--- config.mk ---
export PLATFORM = sky130hd
export DESIGN_NAME = fft_quad_frame_ctrl_flat
export DESIGN_NICKNAME = d
export VERILOG_FILES = /design/src/rtl/fft_quad_pkg.sv /design/src/rtl/fft_quad_frame_ctrl_if.sv /design/src/rtl/fft_ts_fifo.sv /design/src/rtl/fft_quad_frame_ctrl.sv /design/src/flat_wrapper.sv
export SDC_FILE = /design/constraint.sdc
export NUM_CORES = 1
export LEC_CHECK = 0
export BUFFER_PORTS_ARGS = -buffer_cell sky130_fd_sc_hd__buf_2
export CAP_MARGIN = 25
export CORE_MARGIN = 4
export CORE_UTILIZATION = 47
export CTS_CLUSTER_DIAMETER = 80
export DETAILED_ROUTE_END_ITERATION = 8
export PLACE_DENSITY_LB_ADDON = 0.12
export RECOVER_POWER = 25
export SYNTH_ARGS = -nofsm -noshare
export SYNTH_HDL_FRONTEND = slang
export SYNTH_SLANG_ARGS = --single-unit
--- constraint.sdc ---
create_clock -name clk -period 2.6 [get_ports clk]
set_clock_uncertainty 0.05 [all_clocks]
set_input_delay 0.39 -clock clk [delete_from_list [all_inputs] [get_ports clk]]
set_output_delay 0.39 -clock clk [all_outputs]
set_load 0.005 [all_outputs]
--- src/rtl/fft_quad_pkg.sv ---
`default_nettype none
// ============================================================================
// Module      : fft_quad_pkg
// Description : Shared types and constants for the fft_quad frame sequencer
//               and its timestamp FIFO.
// Revision    : 1.0 - initial release
// ============================================================================
package fft_quad_pkg;

    // Timestamp width carried alongside each FFT frame
    localparam int c_TS_W          = 32;

    // Default geometry: samples per channel per frame, frames in flight
    localparam int c_FRAME_LEN_DEF = 4096;
    localparam int c_TS_DEPTH_DEF  = 4;

    // Frame controller states
    typedef enum logic [2:0] {
        ST_IDLE   = 3'd0,
        ST_ARM    = 3'd1,
        ST_WAIT0  = 3'd2,
        ST_ACTIVE = 3'd3,
        ST_SKIP   = 3'd4
    } state_t;

endpackage
`default_nettype wire

--- src/rtl/fft_quad_frame_ctrl_if.sv ---
`default_nettype none
// ============================================================================
// Module      : fft_quad_frame_ctrl_if
// Description : FFT input stream and frame-timestamp AXI-Stream bundle
//               between the frame controller (master) and fft_quad (slave).
// Revision    : 1.0 - initial release
// ============================================================================
interface fft_quad_frame_ctrl_if #(
    parameter int DATA_W = 120
) ();

    // FFT sample stream
    logic                             fft_valid;
    logic                             fft_last;
    logic [DATA_W-1:0]                fft_data;
    logic                             fft_ready;

    // Per-frame timestamp stream
    logic [fft_quad_pkg::c_TS_W-1:0]  m_axis_ts_tdata;
    logic                             m_axis_ts_tvalid;
    logic                             m_axis_ts_tready;
    logic                             m_axis_ts_tlast;

    modport master (
        output fft_valid,
        output fft_last,
        output fft_data,
        input  fft_ready,
        output m_axis_ts_tdata,
        output m_axis_ts_tvalid,
        input  m_axis_ts_tready,
        output m_axis_ts_tlast
    );

    modport slave (
        input  fft_valid,
        input  fft_last,
        input  fft_data,
        output fft_ready,
        input  m_axis_ts_tdata,
        input  m_axis_ts_tvalid,
        output m_axis_ts_tready,
        input  m_axis_ts_tlast
    );

endinterface
`default_nettype wire

--- src/rtl/fft_ts_fifo.sv ---
`default_nettype none
// ============================================================================
// Module      : fft_ts_fifo
// Description : Synchronous first-word-fall-through FIFO for frame
//               timestamps. Read data shows the head entry whenever not
//               empty and reads as zero when empty.
// Revision    : 1.0 - initial release
// ============================================================================
module fft_ts_fifo #(
    parameter int DEPTH = 4,
    parameter int WIDTH = 32
) (
    input  wire logic             clk,
    input  wire logic             resetn,
    input  wire logic             i_push,
    input  wire logic [WIDTH-1:0] i_wdata,
    input  wire logic             i_pop,
    output logic      [WIDTH-1:0] o_rdata,
    output logic                  o_full,
    output logic                  o_empty
);

    localparam int c_AW = $clog2(DEPTH);

    logic [WIDTH-1:0] r_mem [DEPTH];
    logic [c_AW-1:0]  r_wptr;
    logic [c_AW-1:0]  r_rptr;
    logic [c_AW:0]    r_count;
    logic             w_push;
    logic             w_pop;

    assign o_full  = (r_count == (c_AW+1)'(DEPTH));
    assign o_empty = (r_count == '0);
    assign w_push  = i_push & ~o_full;
    assign w_pop   = i_pop  & ~o_empty;
    assign o_rdata = o_empty ? '0 : r_mem[r_rptr];

    // Storage write; contents need no reset since reads are gated by empty
    always_ff @(posedge clk) begin
        if (w_push) begin
            r_mem[r_wptr] <= i_wdata;
        end
    end

    // Pointers wrap naturally because DEPTH is a power of two
    always_ff @(posedge clk) begin
        if (!resetn) begin
            r_wptr  <= '0;
            r_rptr  <= '0;
            r_count <= '0;
        end else begin
            if (w_push) begin
                r_wptr <= r_wptr + c_AW'(1);
            end
            if (w_pop) begin
                r_rptr <= r_rptr + c_AW'(1);
            end
            case ({w_push, w_pop})
                2'b10:   r_count <= r_count + (c_AW+1)'(1);
                2'b01:   r_count <= r_count - (c_AW+1)'(1);
                default: r_count <= r_count;
            endcase
        end
    end

endmodule
`default_nettype wire

--- src/rtl/fft_quad_frame_ctrl.sv ---
`default_nettype none
// ============================================================================
// Module      : fft_quad_frame_ctrl
// Description : Frame sequencer in front of fft_quad. Aligns the ADC strobe
//               to frame boundaries after sync, admits whole frames only when
//               the FFT cores are ready and a timestamp slot is free, and
//               keeps started/dropped/completed frame counters.
// Revision    : 1.0 - initial release
// ============================================================================
module fft_quad_frame_ctrl
    import fft_quad_pkg::*;
#(
    parameter int FRAME_LEN = c_FRAME_LEN_DEF,
    parameter int DATA_W    = 120,
    parameter int TS_DEPTH  = c_TS_DEPTH_DEF,
    parameter int CNT_W     = 32
) (
    input  wire logic                clk,
    input  wire logic                resetn,
    input  wire logic                enable,
    input  wire logic                sync,
    input  wire logic                adc_valid,
    input  wire logic [DATA_W-1:0]   adc_data,
    input  wire logic [c_TS_W-1:0]   ts_now,
    fft_quad_frame_ctrl_if.master    bus,
    output logic                     busy,
    output logic [CNT_W-1:0]         frames_started,
    output logic [CNT_W-1:0]         frames_dropped,
    output logic [CNT_W-1:0]         frames_done,
    output logic                     stall_err,
    output logic                     ts_underflow
);

    localparam int c_CW = $clog2(FRAME_LEN);

    state_t            r_state;
    state_t            w_next_state;
    logic [c_CW-1:0]   r_cnt;
    logic [c_CW-1:0]   w_cnt_next;
    logic              w_fwd;
    logic              w_last;
    logic              w_push;
    logic              w_drop;
    logic              w_stall;
    logic              w_pop;
    logic              w_full;
    logic              w_empty;

    logic              r_fft_valid;
    logic              r_fft_last;
    logic [DATA_W-1:0] r_fft_data;
    logic [CNT_W-1:0]  r_started;
    logic [CNT_W-1:0]  r_dropped;
    logic [CNT_W-1:0]  r_done;
    logic              r_stall_err;
    logic              r_underflow;

    // Timestamp storage: one entry per admitted frame, popped by fft_quad
    fft_ts_fifo #(
        .DEPTH (TS_DEPTH),
        .WIDTH (c_TS_W)
    ) u_ts_fifo (
        .clk     (clk),
        .resetn  (resetn),
        .i_push  (w_push),
        .i_wdata (ts_now),
        .i_pop   (w_pop),
        .o_rdata (bus.m_axis_ts_tdata),
        .o_full  (w_full),
        .o_empty (w_empty)
    );

    assign bus.m_axis_ts_tvalid = ~w_empty;
    assign bus.m_axis_ts_tlast  = ~w_empty;
    assign w_pop                = ~w_empty & bus.m_axis_ts_tready;

    // State and sample counter registers
    always_ff @(posedge clk) begin
        if (!resetn) begin
            r_state <= ST_IDLE;
            r_cnt   <= '0;
        end else begin
            r_state <= w_next_state;
            r_cnt   <= w_cnt_next;
        end
    end

    // Next-state, admission check and per-sample strobes
    always_comb begin
        w_next_state = r_state;
        w_cnt_next   = r_cnt;
        w_fwd        = 1'b0;
        w_last       = 1'b0;
        w_push       = 1'b0;
        w_drop       = 1'b0;
        w_stall      = 1'b0;
        case (r_state)
            ST_IDLE: begin
                if (enable) begin
                    w_next_state = ST_ARM;
                end
            end
            ST_ARM: begin
                if (!enable) begin
                    w_next_state = ST_IDLE;
                end else if (sync) begin
                    w_next_state = ST_WAIT0;
                end
            end
            ST_WAIT0: begin
                if (!enable) begin
                    w_next_state = ST_IDLE;
                end else if (adc_valid) begin
                    w_cnt_next = c_CW'(1);
                    // Occupancy is taken as-is: a pop this cycle frees no slot
                    if (bus.fft_ready && !w_full) begin
                        w_fwd        = 1'b1;
                        w_push       = 1'b1;
                        w_next_state = ST_ACTIVE;
                    end else begin
                        w_drop       = 1'b1;
                        w_next_state = ST_SKIP;
                    end
                end
            end
            ST_ACTIVE, ST_SKIP: begin
                if (adc_valid) begin
                    w_fwd   = (r_state == ST_ACTIVE);
                    w_stall = (r_state == ST_ACTIVE) & ~bus.fft_ready;
                    if (r_cnt == c_CW'(FRAME_LEN-1)) begin
                        // Frame boundary is the only point enable is honoured
                        w_last       = 1'b1;
                        w_cnt_next   = '0;
                        w_next_state = enable ? ST_WAIT0 : ST_IDLE;
                    end else begin
                        w_cnt_next   = r_cnt + c_CW'(1);
                    end
                end
            end
            default: begin
                w_next_state = ST_IDLE;
                w_cnt_next   = '0;
            end
        endcase
    end

    // Registered FFT input stream
    always_ff @(posedge clk) begin
        if (!resetn) begin
            r_fft_valid <= 1'b0;
            r_fft_last  <= 1'b0;
            r_fft_data  <= '0;
        end else begin
            r_fft_valid <= w_fwd;
            r_fft_last  <= w_fwd & w_last;
            if (w_fwd) begin
                r_fft_data <= adc_data;
            end
        end
    end

    // Status counters (wrapping) and sticky error flags
    always_ff @(posedge clk) begin
        if (!resetn) begin
            r_started   <= '0;
            r_dropped   <= '0;
            r_done      <= '0;
            r_stall_err <= 1'b0;
            r_underflow <= 1'b0;
        end else begin
            if (w_push) begin
                r_started <= r_started + CNT_W'(1);
            end
            if (w_drop) begin
                r_dropped <= r_dropped + CNT_W'(1);
            end
            if (w_pop) begin
                r_done <= r_done + CNT_W'(1);
            end
            if (w_stall) begin
                r_stall_err <= 1'b1;
            end
            if (w_empty && bus.m_axis_ts_tready) begin
                r_underflow <= 1'b1;
            end
        end
    end

    assign bus.fft_valid  = r_fft_valid;
    assign bus.fft_last   = r_fft_last;
    assign bus.fft_data   = r_fft_data;
    assign busy           = (r_state != ST_IDLE);
    assign frames_started = r_started;
    assign frames_dropped = r_dropped;
    assign frames_done    = r_done;
    assign stall_err      = r_stall_err;
    assign ts_underflow   = r_underflow;

endmodule
`default_nettype wire
--- src/flat_wrapper.sv ---
// flat-port wrapper written by rule: the top's interface ports become plain ports
module fft_quad_frame_ctrl_flat import fft_quad_pkg::*;
#(
    parameter int FRAME_LEN = c_FRAME_LEN_DEF,
    parameter int DATA_W    = 120,
    parameter int TS_DEPTH  = c_TS_DEPTH_DEF,
    parameter int CNT_W     = 32
)
  (clk, resetn, enable, sync, adc_valid, adc_data, ts_now, busy, frames_started, frames_dropped, frames_done, stall_err, ts_underflow, bus_fft_valid, bus_fft_last, bus_fft_data, bus_fft_ready, bus_m_axis_ts_tdata, bus_m_axis_ts_tvalid, bus_m_axis_ts_tready, bus_m_axis_ts_tlast);
  fft_quad_frame_ctrl_if #(.DATA_W(DATA_W)) bus_i ();
  input  wire logic clk;
  input  wire logic resetn;
  input  wire logic enable;
  input  wire logic sync;
  input  wire logic adc_valid;
  input  wire logic [DATA_W-1:0] adc_data;
  input  wire logic [c_TS_W-1:0] ts_now;
  output logic busy;
  output logic [CNT_W-1:0] frames_started;
  output logic [CNT_W-1:0] frames_dropped;
  output logic [CNT_W-1:0] frames_done;
  output logic stall_err;
  output logic ts_underflow;
  output wire logic [$bits(bus_i.fft_valid)-1:0] bus_fft_valid;
  output wire logic [$bits(bus_i.fft_last)-1:0] bus_fft_last;
  output wire logic [$bits(bus_i.fft_data)-1:0] bus_fft_data;
  input wire logic [$bits(bus_i.fft_ready)-1:0] bus_fft_ready;
  output wire logic [$bits(bus_i.m_axis_ts_tdata)-1:0] bus_m_axis_ts_tdata;
  output wire logic [$bits(bus_i.m_axis_ts_tvalid)-1:0] bus_m_axis_ts_tvalid;
  input wire logic [$bits(bus_i.m_axis_ts_tready)-1:0] bus_m_axis_ts_tready;
  output wire logic [$bits(bus_i.m_axis_ts_tlast)-1:0] bus_m_axis_ts_tlast;
  assign bus_fft_valid = bus_i.fft_valid;
  assign bus_fft_last = bus_i.fft_last;
  assign bus_fft_data = bus_i.fft_data;
  assign bus_i.fft_ready = bus_fft_ready;
  assign bus_m_axis_ts_tdata = bus_i.m_axis_ts_tdata;
  assign bus_m_axis_ts_tvalid = bus_i.m_axis_ts_tvalid;
  assign bus_i.m_axis_ts_tready = bus_m_axis_ts_tready;
  assign bus_m_axis_ts_tlast = bus_i.m_axis_ts_tlast;
  fft_quad_frame_ctrl #(.FRAME_LEN(FRAME_LEN), .DATA_W(DATA_W), .TS_DEPTH(TS_DEPTH), .CNT_W(CNT_W)) u_core (.clk(clk), .resetn(resetn), .enable(enable), .sync(sync), .adc_valid(adc_valid), .adc_data(adc_data), .ts_now(ts_now), .bus(bus_i), .busy(busy), .frames_started(frames_started), .frames_dropped(frames_dropped), .frames_done(frames_done), .stall_err(stall_err), .ts_underflow(ts_underflow));
endmodule
==> report_table.html <==
<table>
<tr><th>Metric</th><th>Value</th></tr>
<tr><th colspan="2">Detailed routing</th></tr>
<tr><td>Vias</td><td>11630</td></tr>
<tr><td>Detail-routed net length per standard cell</td><td>17.03 um</td></tr>
<tr><td>Number of vias per cell</td><td>5.151</td></tr>
<tr><td>Total routed wirelength</td><td>38430 um</td></tr>
<tr><td>Router iterations before antenna repair</td><td>4</td></tr>
<tr><td>Final antenna-violating net count</td><td>0</td></tr>
<tr><td>Count of unresolved DRC violations after routing</td><td>0</td></tr>
<tr><td>Number of violations reported at the end of detailed-routing iteration 0</td><td>549</td></tr>
<tr><th colspan="2">Timing</th></tr>
<tr><td>Max frequency</td><td>0.4036 GHz</td></tr>
<tr><td>Setup repair after global routing missed its margin</td><td>false</td></tr>
<tr><td>Number of pins with negative max-slew slack in the final report</td><td>0</td></tr>
<tr><td>Period utilisation layout</td><td>95.29%</td></tr>
<tr><td>Max-Slew Margin vs Limit</td><td>42.59%</td></tr>
<tr><td>Transition time at the pin with the least slew margin</td><td>857.9 ps</td></tr>
<tr><td>Hold violation count in the final report</td><td>0</td></tr>
<tr><td>TNS Setup</td><td>0 ps</td></tr>
<tr><td>Hold Worst Slack</td><td>66.35 ps</td></tr>
<tr><td>Setup-violating endpoint count in the final report</td><td>0</td></tr>
<tr><td>Final period demand of the worst path</td><td>2478 ps</td></tr>
<tr><th colspan="2">Worst setup path</th></tr>
<tr><td>CP endpoint</td><td>bus_m_axis_ts_tdata[10]</td></tr>
<tr><td>CP Launch Type</td><td>flop</td></tr>
<tr><td>Largest delay share family, worst path</td><td>multiplexers</td></tr>
<tr><td>Maximum fanout encountered on the critical timing path</td><td>15</td></tr>
<tr><td>Number of stages on the worst setup path</td><td>4</td></tr>
<tr><td>Crit path max-delay cell type</td><td>mux4_2</td></tr>
<tr><td>Delay contributed by the slowest stage of the critical path</td><td>510 ps</td></tr>
<tr><td>Kind of capture point of the worst setup path</td><td>output port</td></tr>
<tr><td>Endpoint of the most critical register-to-register path</td><td>u_core.u_ts_fifo.r_count[2]$_SDFFE_PN0P_</td></tr>
<tr><td>Data arrival time of the critical path</td><td>2040 ps</td></tr>
<tr><td>Classification of the worst setup path</td><td>flop to output port</td></tr>
<tr><td>Combined buffer and inverter count along the critical path</td><td>2</td></tr>
<tr><td>R2R cell count</td><td>9</td></tr>
<tr><td>Required time of the worst setup path</td><td>2160 ps</td></tr>
<tr><td>Startpoint of the worst-slack reg-to-reg timing path</td><td>u_core.u_ts_fifo.r_count[2]$_SDFFE_PN0P_</td></tr>
<tr><td>Cell chain of the critical path</td><td>buf_12 &gt; mux4_2 &gt; and2_1 &gt; buf_2</td></tr>
<tr><td>Worst R2R Setup Slack</td><td>200 ps</td></tr>
<tr><th colspan="2">Die</th></tr>
<tr><td>Die height</td><td>185.0 um</td></tr>
<tr><td>I/O pin cnt</td><td>414</td></tr>
<tr><td>Die area</td><td>34210 um2</td></tr>
<tr><td>Floorplan row count</td><td>64</td></tr>
<tr><td>Core ar.</td><td>30750 um2</td></tr>
<tr><td>Effective utilization at floorplan</td><td>47.87%</td></tr>
<tr><td>Die Wd</td><td>185.0 um</td></tr>
<tr><th colspan="2">Clocking</th></tr>
<tr><td>Depth of the CTS H-tree</td><td>2</td></tr>
<tr><td>Quantity of hold-fixing buffers added after cts</td><td>0</td></tr>
<tr><td>Number of CTS-inserted buffers</td><td>40</td></tr>
<tr><td>CTS tree</td><td>yes</td></tr>
<tr><td>Insertion delay of the later-clocked pin in the worst-skew pair</td><td>520 ps</td></tr>
<tr><td>Clock tree buffer depth</td><td>3</td></tr>
<tr><td>CTS clock-pin slew for the worst setup and hold paths</td><td>60 ps</td></tr>
<tr><td>Total setup buffers inserted after CTS</td><td>0</td></tr>
<tr><td>Gates resized, CTS repair</td><td>1</td></tr>
<tr><td>Clk sinks</td><td>372</td></tr>
<tr><td>Root Driver</td><td>clkbuf_16</td></tr>
<tr><th colspan="2">Yosys</th></tr>
<tr><td>Count of flip-flops with a built-in enable after synthesis</td><td>128</td></tr>
<tr><td>#FFs+latches synth</td><td>372</td></tr>
<tr><td>Post-Synthesis Cell Area</td><td>14720 um2</td></tr>
<tr><td>Asr flop ratio synth</td><td>0%</td></tr>
<tr><td>Average cell area after synthesis</td><td>10.44 um2</td></tr>
<tr><td>Count of yosys warnings during synthesis</td><td>0</td></tr>
<tr><td>Predominant post-synthesis flop cell</td><td>dfxtp_1</td></tr>
<tr><td>Number of cells produced by synthesis</td><td>1410</td></tr>
<tr><td>Number of distinct library cells after synthesis</td><td>56</td></tr>
<tr><td>Sequential share of the synthesized area</td><td>59.30%</td></tr>
<tr><td>Net Count, Synth</td><td>1579</td></tr>
<tr><th colspan="2">Global routing</th></tr>
<tr><td>Busiest layer in global routing</td><td>met2</td></tr>
<tr><td>Number of antenna violations at the first check in global routing</td><td>0</td></tr>
<tr><td>Routing usage on met3</td><td>5.460%</td></tr>
<tr><td>First-pass GRT wire length</td><td>59680 um</td></tr>
<tr><td>Grt total ovfl</td><td>0</td></tr>
<tr><td>Number of global-route vias before repair</td><td>11190</td></tr>
<tr><td>Met2 usage</td><td>34.66%</td></tr>
<tr><td>All-Layer GR Usage</td><td>21.42%</td></tr>
<tr><td>Largest net degree at the start of global routing</td><td>67</td></tr>
<tr><td>Global routing usage on met1</td><td>28.87%</td></tr>
<tr><th colspan="2">Finish</th></tr>
<tr><td>Number of standard cells in the final layout excluding fillers</td><td>2257</td></tr>
<tr><td>Final-layout fill cell count</td><td>2709</td></tr>
<tr><td>Most common library cell in the layout ignoring fill and taps</td><td>buf_2</td></tr>
<tr><td>Post-layout net count</td><td>1999</td></tr>
<tr><td>Most frequent cells in the layout</td><td>336 x buf_2, 290 x nand2_1, 242 x dfxtp_1</td></tr>
<tr><td>Share of cells above drive strength 1</td><td>25.91%</td></tr>
<tr><td>Synth-to-layout area growth</td><td>26.71%</td></tr>
<tr><th colspan="2">Run status</th></tr>
<tr><td>Status</td><td>completed</td></tr>
<tr><th colspan="2">Power</th></tr>
<tr><td>Highest ir drop seen on vdd</td><td>0.5176 mV</td></tr>
<tr><td>Leak</td><td>7.078 nW</td></tr>
<tr><td>Cell Pwr Density</td><td>666.4 nW/um2</td></tr>
<tr><th colspan="2">Placement</th></tr>
<tr><td>Final estimated routing congestion in global placement</td><td>0.8413</td></tr>
<tr><td>Port Buffer Count</td><td>413</td></tr>
<tr><td>HPWL reported at the end of detailed placement</td><td>26920 um</td></tr>
<tr><td>Cell total after placement</td><td>2184</td></tr>
<tr><th colspan="2">Run</th></tr>
<tr><td>Number of maximum-capacitance violations</td><td>0</td></tr>
<tr><th colspan="2">Min path</th></tr>
<tr><td>Hold/Removal Path Class</td><td>input pin to flop</td></tr>
</table>
-- power breakdown --
part,leakage (nW),switching [W],internal [W]
Clock,0.632,0.00220,0.00338
Sequential,3.12,0.0000372,0.00608
Combinational,3.33,0.000430,0.000295
Total,7.08,0.00267,0.00976
-- kinds of logic (layout without fill, tap and decap cells) --
group                    count (synthesis)  in the layout  share of synthesized area, %
AO/OA/AOI/OAI                          195            195                         7.395
XOR/XNOR                                87             87                         5.177
adder cells (fa/ha/maj)                 10             10                        0.9011
buffers and inverters                  104            554                         3.264
flip-flops                             372            372                         59.30
multiplexers                            36             36                         5.168
other                                    0              1                             0
AND/OR/NAND/NOR                        606            606                         18.79
-- metal layers --
metal | wire (um) | vias up
li1 | - | 5734
met1 | 16220 | 5486
met2 | 18340 | 348
met3 | 2918 | 58
met4 | 947 | 0
met5 | 0 | -
-- synthesized netlist by cell type (2+ instances only) --
cell / n / area share [%]
inv_1: 22 / 0.56
xnor2_1: 47 / 2.8
clkbuf_1: 60 / 1.5
nand3_1: 43 / 1.5
ha_1: 9 / 0.77
nor4_1: 23 / 0.98
nand2b_1: 2 / 0.085
xor2_1: 40 / 2.4
buf_2: 3 / 0.10
buf_1: 5 / 0.13
or4_1: 4 / 0.20
nand2_1: 290 / 7.4
edfxtp_1: 128 / 26
o31ai_1: 3 / 0.15
nor2_1: 105 / 2.7
nor3_1: 22 / 0.75
inv_2: 2 / 0.051
o21a_1: 2 / 0.10
mux2i_1: 4 / 0.27
and4_1: 9 / 0.54
or3_1: 19 / 0.81
o21ai_0: 20 / 0.68
mux4_2: 32 / 4.9
and3_1: 14 / 0.60
buf_6: 11 / 0.84
dfxtp_1: 244 / 33
a21oi_1: 150 / 5.1
a211oi_1: 2 / 0.10
nand4_1: 27 / 1.1
and2_1: 38 / 1.6
a31oi_1: 3 / 0.13
or2_2: 3 / 0.13
-- state kept, by name, summed over array words and instances, names as in the netlist, named ones only --
register	count
u_core.u_ts_fifo.r_count	3
u_core.frames_dropped	32
u_core.ts_underflow	1
u_core.r_cnt	12
u_core.r_state	3
u_core.u_ts_fifo.r_rptr	2
u_core.u_ts_fifo.r_mem	128
u_core.bus.fft_last	1
u_core.frames_started	32
u_core.stall_err	1
u_core.bus.fft_valid	1
u_core.bus.fft_data	120
u_core.frames_done	32
u_core.u_ts_fifo.r_wptr	2
-- cell type report --
class	count	area, um2	area share [%]
clock buffers	63	1169	6.266
well taps	396	495.5	2.657
multi-input cells	934	5549	29.75
clock inverters	9	126.4	0.6776
repair buffers	458	2480	13.30
diodes	1	2.502	0.01342
flip-flops and latches	372	8733	46.83
inverters	24	95.09	0.5099
-- stage by stage --
step	power, W	instance area, um2	utilization, %	worst slack, ps
finish	0.01243	18650	60.65	122.4
global route	0.01290	18650	60.64	7.115
CTS	0.01258	18750	60.97	57.00
detailed placement	0.006984	17450	56.75	202.7
global placement	0.006973	17450	56.75	237.0
floorplan	0.006621	14740	-	37.08
-- how the worst min path moves through the flow --
| stage | from | endpoint | slack (ps) | cells past startpoint |
|---|---|---|---|---|
| final | adc_data[109] | u_core.bus.fft_data[109]$_SDFFE_PN0P_ | 70 | 3 |
| after global routing | adc_data[73] | u_core.bus.fft_data[73]$_SDFFE_PN0P_ | 50 | 3 |
| after CTS | ts_now[3] | u_core.u_ts_fifo.r_mem[0][3]$_DFFE_PP_ | 10 | 1 |
| after detailed placement | u_core.bus.fft_data[89]$_SDFFE_PN0P_ | u_core.bus.fft_data[89]$_SDFFE_PN0P_ | 390 | 2 |
| after global placement | u_core.bus.fft_data[64]$_SDFFE_PN0P_ | u_core.bus.fft_data[64]$_SDFFE_PN0P_ | 380 | 2 |
| after floorplan | u_core.bus.fft_data[0]$_SDFFE_PN0P_ | u_core.bus.fft_data[0]$_SDFFE_PN0P_ | 400 | 2 |
-- tightest hold or removal path, delay by kind of cell --
| kind | cells | cell delay [ps] |
|---|---|---|
| compound gates | 1 | 50 |
| buf+inv | 1 | 90 |
| simple gates | 1 | 40 |
No activity file was read; power rests on OpenSTA's default activity.
